**config.mk**
```make
export PLATFORM = sky130hd
export DESIGN_NAME = ufm_seq
export DESIGN_NICKNAME = d
export VERILOG_FILES = /design/src/rtl/ufm_pkg.sv /design/src/rtl/ufm_absval.sv /design/src/rtl/ufm_seq.sv
export SDC_FILE = /design/constraint.sdc
export NUM_CORES = 1
export LEC_CHECK = 0
export CORE_MARGIN = 2
export CORE_UTILIZATION = 58
export CTS_BUF_LIST = sky130_fd_sc_hd__clkbuf_8 sky130_fd_sc_hd__clkbuf_16
export DETAILED_ROUTE_END_ITERATION = 6
export PLACE_DENSITY = 0.81
export SKIP_CTS_REPAIR_TIMING = 1
export SYNTH_ARGS = -nofsm -noshare
export SYNTH_HDL_FRONTEND = slang
export SYNTH_SLANG_ARGS = --single-unit
```
**constraint.sdc**
```tcl
create_clock -name clk -period 7.4 [get_ports clk]
set_input_delay 2.22 -clock clk [delete_from_list [all_inputs] [get_ports clk]]
set_output_delay 2.22 -clock clk [all_outputs]
set_load 0.1 [all_outputs]
```
**src/rtl/ufm_pkg.sv**
```systemverilog
// ufm_pkg: shared types and helpers for the ufm_seq shift-add multiplier.
//   state_t  - control FSM encoding (IDLE, CALC, DONE)
//   RES_MULT - result width is RES_MULT * operand width
//   clog2    - bits needed to hold a value, used to size the step counter
package ufm_pkg;

  typedef enum logic [1:0] {
    IDLE = 2'd0,
    CALC = 2'd1,
    DONE = 2'd2
  } state_t;

  localparam int RES_MULT = 2;

  // Returns the number of bits needed to encode 0 .. value-1.
  function automatic int clog2(input int value);
    int bits;
    bits = 0;
    for (int i = 0; i < 31; i++) begin
      if ((1 << i) < value) bits = i + 1;
    end
    return bits;
  endfunction

endpackage

```
**src/rtl/ufm_absval.sv**
```systemverilog
// ufm_absval: combinational sign/magnitude split of one operand.
//   value     in  WIDTH  raw operand
//   signed_en in  1      treat value as two's complement
//   mag       out WIDTH  unsigned magnitude (|-2^(WIDTH-1)| = 2^(WIDTH-1) fits unsigned)
//   neg       out 1      operand was negative
module ufm_absval
  import ufm_pkg::*;
#(
  parameter int WIDTH = 8
) (
  input  logic [WIDTH-1:0] value,
  input  logic             signed_en,
  output logic [WIDTH-1:0] mag,
  output logic             neg
);

  always_comb begin
    neg = signed_en & value[WIDTH-1];
    mag = neg ? -value : value;
  end

endmodule

```
**src/rtl/ufm_seq.sv**
```systemverilog
// ufm_seq: radix-2 shift-add multiplier with valid/ready handshake.
//   clk, rst          clock and synchronous active-high reset
//   en                global stall: 0 holds every register and blocks handshakes
//   in_valid/in_ready operand handshake (accept = in_valid & in_ready)
//   signed_mode       operands are two's complement (only when SIGNED_EN != 0)
//   multiplicant      operand A, multiplier operand B
//   out_valid/rd      result handshake (read = out_valid & rd & en)
//   result            2*WIDTH product, held until read
//   busy              high while iterating
module ufm_seq
  import ufm_pkg::*;
#(
  parameter int WIDTH     = 8,
  parameter int SIGNED_EN = 1
) (
  input  logic                 clk,
  input  logic                 rst,
  input  logic                 en,
  input  logic                 in_valid,
  output logic                 in_ready,
  input  logic                 signed_mode,
  input  logic [WIDTH-1:0]     multiplicant,
  input  logic [WIDTH-1:0]     multiplier,
  output logic                 out_valid,
  input  logic                 rd,
  output logic [2*WIDTH-1:0]   result,
  output logic                 busy
);

  localparam int RES_W = RES_MULT * WIDTH;
  localparam int CNT_W = clog2(WIDTH + 1);
  localparam logic [CNT_W-1:0] LAST_STEP = CNT_W'(WIDTH - 1);
  localparam logic SIGNED_OK = (SIGNED_EN != 0);

  state_t           state_q, state_d;
  logic [CNT_W-1:0] count_q, count_d;
  logic [RES_W-1:0] acc_q, acc_d;
  logic [RES_W-1:0] a_sh_q, a_sh_d;
  logic [WIDTH-1:0] b_sh_q, b_sh_d;
  logic             neg_q, neg_d;
  logic [RES_W-1:0] result_q, result_d;

  logic             op_signed;
  logic [WIDTH-1:0] a_mag, b_mag;
  logic             a_neg, b_neg;
  logic             accept;
  logic             zero_op;
  logic [RES_W-1:0] acc_sum;

  assign op_signed = signed_mode & SIGNED_OK;

  ufm_absval #(.WIDTH(WIDTH)) u_abs_a (
    .value     (multiplicant),
    .signed_en (op_signed),
    .mag       (a_mag),
    .neg       (a_neg)
  );

  ufm_absval #(.WIDTH(WIDTH)) u_abs_b (
    .value     (multiplier),
    .signed_en (op_signed),
    .mag       (b_mag),
    .neg       (b_neg)
  );

  // in_ready also opens in DONE when the consumer reads, so a new operation
  // can start on the same edge the previous result leaves.
  assign in_ready  = en & ((state_q == IDLE) | ((state_q == DONE) & rd));
  assign accept    = in_valid & in_ready;
  assign zero_op   = (multiplicant == '0) | (multiplier == '0);
  assign out_valid = (state_q == DONE);
  assign busy      = (state_q == CALC);
  assign result    = result_q;

  // Next-state and datapath. Instead of indexing B_mag[count] and shifting A
  // by count, B is shifted right and A left each step; bit 0 of the B shifter
  // is the current multiplier bit and the A shifter is already aligned.
  always_comb begin
    state_d  = state_q;
    count_d  = count_q;
    acc_d    = acc_q;
    a_sh_d   = a_sh_q;
    b_sh_d   = b_sh_q;
    neg_d    = neg_q;
    result_d = result_q;
    acc_sum  = acc_q + (b_sh_q[0] ? a_sh_q : '0);

    if (en) begin
      unique case (state_q)
        CALC: begin
          acc_d   = acc_sum;
          a_sh_d  = a_sh_q << 1;
          b_sh_d  = b_sh_q >> 1;
          count_d = count_q + CNT_W'(1);
          if (count_q == LAST_STEP) begin
            state_d  = DONE;
            result_d = neg_q ? -acc_sum : acc_sum;
          end
        end
        DONE: begin
          if (rd) state_d = IDLE;
        end
        default: ;
      endcase

      // Accept overrides the DONE->IDLE exit for back-to-back operation.
      if (accept) begin
        a_sh_d  = {{(RES_W - WIDTH){1'b0}}, a_mag};
        b_sh_d  = b_mag;
        neg_d   = a_neg ^ b_neg;
        acc_d   = '0;
        count_d = '0;
        if (zero_op) begin
          state_d  = DONE;
          result_d = '0;
        end else begin
          state_d  = CALC;
        end
      end
    end
  end

  // State register; reset aborts any operation in flight.
  always_ff @(posedge clk) begin
    if (rst) begin
      state_q  <= IDLE;
      count_q  <= '0;
      acc_q    <= '0;
      a_sh_q   <= '0;
      b_sh_q   <= '0;
      neg_q    <= 1'b0;
      result_q <= '0;
    end else begin
      state_q  <= state_d;
      count_q  <= count_d;
      acc_q    <= acc_d;
      a_sh_q   <= a_sh_d;
      b_sh_q   <= b_sh_d;
      neg_q    <= neg_d;
      result_q <= result_d;
    end
  end

endmodule

```
; After elaboration in Yosys (flattened, before gate mapping)
; Index checks and enable logic that the tools add are counted.
[totals]
ff_bits = 63
word_cells = 54
[op_classes]
eq_ne = 5
bitwise_logic = 8
n_mux = 21
n_addsub = 5
reduce_logical = 8
[ops]
columns = op, count
row1 = $mux 16, 10
row2 = $mux 8, 4
row3 = $add 16x16->16, 1
row4 = $logic_not 8->1, 2
row5 = $neg 16->16, 1
row6 = $neg 8->8, 2
row7 = $mux 2, 4
row8 = $mux 4, 2
row9 = $ne 3x1->1 const B, 2
row10 = $and 1x1->1, 5
row11 = $add 4x1->4 const B, 1
row12 = $eq 4x3->1 const B, 1
row13 = $pmux 2 s2, 1
row14 = $reduce_and 2->1, 2
row15 = $reduce_and 4->1, 1
row16 = $reduce_bool 3->1, 1
row17 = $eq 2x1->1 const B, 1
row18 = $eq 2x2->1 const B, 1
row19 = $logic_not 2->1, 1
row20 = $or 1x1->1, 2
row21 = $reduce_bool 2->1, 1
row22 = $xor 1x1->1, 1

; Depth between registers and ports, before layout
[depth]
depth_word = 8
mapped_depth = 12
mapped_depth_nobuf = 11

; Modules after synthesis
; Synthesis repeated with hierarchy kept, for this count alone.
[unflattened]
cells_unflattened = 532
hier_area_um2 = 4037.6
[by_module_without_submodules]
columns = mod, seq_area_each_um2, instances, cells_each, area_per_inst_um2
row1 = ufm_seq, 1261.2, 1, 482, 3729.8
row2 = ufm_absval, 0.0, 2, 25, 153.9

; Least setup slack after synthesis
; No wires, ideal clock.
[synth_timing]
path_kind = input to output
from = in rd
to = out in_ready
n_path_buf = 0
setup_slack_ps = 1482
arrival_time_ps = 3698
path_stages = 2
required_time_ps = 5180
path_cell_list = a21oi_1 -> nor2b_1
[synth_between]
elab_chain_len = 3
[synth_rtl]
columns = item, line
row1 = "start, declared", ufm_seq.sv:25  ; input logic rd,
row2 = $and 1x1->1, ufm_seq.sv:68  ; assign in_ready = en & ((state_q == IDLE) | ((state_q == DONE) & rd));
row3 = $or 1x1->1, ufm_seq.sv:68
row4 = $and 1x1->1, ufm_seq.sv:68
row5 = "end, declared", ufm_seq.sv:20  ; output logic in_ready,
; Every way passes these cells.

; Final worst setup path
[layout_timing]
from = in en
to = out in_ready
[layout_between]
elab_chain_len = 1
[layout_rtl]
columns = item, line
row1 = "start, declared", ufm_seq.sv:18  ; input logic en,
row2 = $and 1x1->1, ufm_seq.sv:68
; Every way passes these cells.

==> impl_metrics.py <==
metrics = {
    "outcome": {
        "status": "finished clean",
    },
    "route": {
        "dr.pass1.iters": 5,
        "viasPerCell": 5.92,
        "num_vias": 4017,
        "wl_mm": 10.1,
        "ant_nets": 0,
        "wl_per_cell_microns": 14.9,
        "drc": 0,
        "drt_iter0_drc": 253,
    },
    "grt": {
        "grt_use_total": 0.270,
        "grt_pass1_vias": 3567,
        "grt_overflow_total": 0,
        "antenna_found_initial": 0,
        "grt_pass1_wl_mm": 16.7,
        "grt_max_degree": 45,
    },
    "floorplan": {
        "dieArea_sq_um": 7920,
        "die_w_microns": 89.0,
        "coreArea_sq_um": 6910,
        "rows": 30,
        "io-pin-count": 41,
        "die_y_microns": 89.0,
        "start_util": 0.607,
    },
    "synth": {
        "synth_area_leaders": "dfxtp_1 30%, nand2_1 8.6%, ha_1 6.9%, nor2_1 5.4%, a21oi_1 5.0%",
        "ys_ff_latch": 63,
        "syn_inst": 553,
        "synth-seq-area-share": 0.301,
        "netlist_area_sq_um": 4190,
        "synth_flop_cell": "dfxtp_1",
        "synth_cell_types": 60,
        "synth_top_area_share": 0.301,
        "synthesis.nets": 599,
        "synth-warning-count": 0,
        "yosys.area.top_type": "dfxtp_1",
        "synth_edf_count": 0,
        "async_flop_share": 0,
        "synth.avg_cell_area_sq_um": 7.58,
    },
    "place": {
        "numPlacedInstances": 662,
        "finalWeightedCongestion": 0.924,
        "hpwlAfterDp_mm": 7.38,
        "port-buffer-count": 40,
        "dpl_cell_area_sq_um": 4610,
    },
    "final_layout": {
        "finish.utilization": 0.695,
        "final_cell_area_sq_um": 4800,
        "final_cells": 678,
        "syn2layout_area_growth_pct": 14.6,
        "diodes": 0,
        "nets": 623,
        "final_common_cell": "nand2_1",
        "final_cell_mix": "96 x nand2_1, 63 x dfxtp_1, 60 x nor2_1",
        "drive_gt1_frac": 0.0584,
    },
    "sta": {
        "max_slew_margin": 0.233,
        "rsz0062_at_grt": "no",
        "fin_crit_sh": 0.747,
        "setup_viol": 0,
        "fmax_ghz": 0.181,
        "finalSetupTns_ns": 0,
        "hold_viol": 0,
        "maxSlewViolCount": 0,
        "fin_crit_ns": 5.53,
        "tightest_slew_ns": 1.15,
        "fin_skew_ns": 0.00885,
    },
    "clocking": {
        "clock-sinks": 63,
        "clk_path_buf_depth": 2,
        "cts_root_buffer": "clkbuf_8",
        "h-tree-depth": 3,
        "clk_pin_slew_ns": 0.07,
        "tritoncts": "done",
        "cts_buffers": 9,
        "clkLatencyLatePin_ns": 0.35,
    },
    "worst_hold_path": {
        "worstHoldPathType": "reg -> reg",
        "whs_path_depth": 2,
    },
    "critical_path": {
        "worstPathMaxFanout": 5,
        "arrival_ns": 3.31,
        "cp-end-kind": "output pin",
        "required_ns": 5.18,
        "cp-start-kind": "input pin",
        "worstSetupPathType": "in -> out",
        "rr_worst_depth": 11,
    },
    "power_and_ir_drop": {
        "power_density_nw_per_um2": 156,
        "p_leak_nw": 1.89,
        "max-vdd-ir-drop_mv": 0.103,
    },
    "run": {
        "cap_violations": 0,
    },
}
-- cell type report --
type | instances | area [sq um]
Multi-Input combinational cell | 445 | 2750
Fill cell | 617 | 2100
Sequential cell | 63 | 1260
Timing Repair Buffer | 44 | 428
Clock buffer | 9 | 124
Tap cell | 96 | 120
Clock inverter | 7 | 71.3
Inverter | 14 | 52.6
-- where the power goes --
| part | leakage, nW | switching [mW] | total [mW] | internal [mW] |
|---|---|---|---|---|
| combinational | 1.29 | 0.0581 | 0.0946 | 0.0365 |
| sequential | 0.510 | 0.00729 | 0.354 | 0.347 |
| clock | 0.0916 | 0.148 | 0.303 | 0.155 |
-- worst paths after layout --
check | start | end | slack, ns
max | en | in_ready | 1.87
min | a_sh_q[11] | a_sh_q[12] | 0.46
max reg2reg | b_sh_q[0] | result[15] | 3.62
min reg2reg | a_sh_q[11] | a_sh_q[12] | 0.46
-- critical path, stage by stage --
cell and delay (ns):
clkdlybuf4s50_1 0.53, nor2b_1 0.23, buf_4 0.33
-- sequential cells by signal, indices dropped and copies added (netlist names) --
register	cells
neg_q	1
acc_q	16
count_q	4
b_sh_q	8
a_sh_q	16
result	16
state_q	2
-- cells in the mapped netlist (2+ instances only) --
cell type  number
a211o_1         3
a211oi_1       10
a21o_1         10
a21oi_1        42
a221oi_1        3
a22oi_1        10
a311oi_1       13
a31o_2          2
a31oi_1         6
and2_0          2
and2_1         20
and3_1          6
and4_1          3
buf_2           3
clkbuf_1       25
dfxtp_1        63
ha_1           23
inv_1          14
nand2_1        96
nand2b_1        3
nand3_1        13
nand3b_1        2
nand4_1         8
nor2_1         60
nor2b_1         5
nor3_1          7
o211a_1         2
o211ai_1        6
o21a_1          2
o21ai_0        21
o21bai_1        2
o31ai_1         5
or2_2           3
or3_1           5
xnor2_1        13
xor2_1         18
-- through the flow --
| stage | setup slack, ns | hold slack [ns] | power, mW |
|---|---|---|---|
| 2_1_floorplan | 1.48 | 0.437 | 0.425 |
| 3_3_place_gp | 1.92 | 0.435 | 0.454 |
| 3_5_place_dp | 1.89 | 0.453 | 0.456 |
| 4_1_cts | 1.88 | 0.466 | 0.753 |
| 5_1_grt | 1.82 | 0.489 | 0.784 |
| 6_report | 1.87 | 0.462 | 0.752 |
-- cells by family after synthesis --
logic type      count (synthesis)  synth area share
fa+ha+maj                      24            0.0734
buf+inv                        45            0.0439
compound gates                152             0.249
simple gates                  237             0.264
xor+xnor                       32            0.0687
flops                          63             0.301
-- per-layer routing --
metal,up-vias,wire [microns],part of all wire,GRT usage
li1,2017,-,-,-
met2,123,4630,0.46,0.427
met5,-,0,0,0
met4,0,280,0.028,0.113
met3,20,592,0.058,0.0545
met1,1857,4620,0.46,0.361
(Power assumes the default switching activity.)
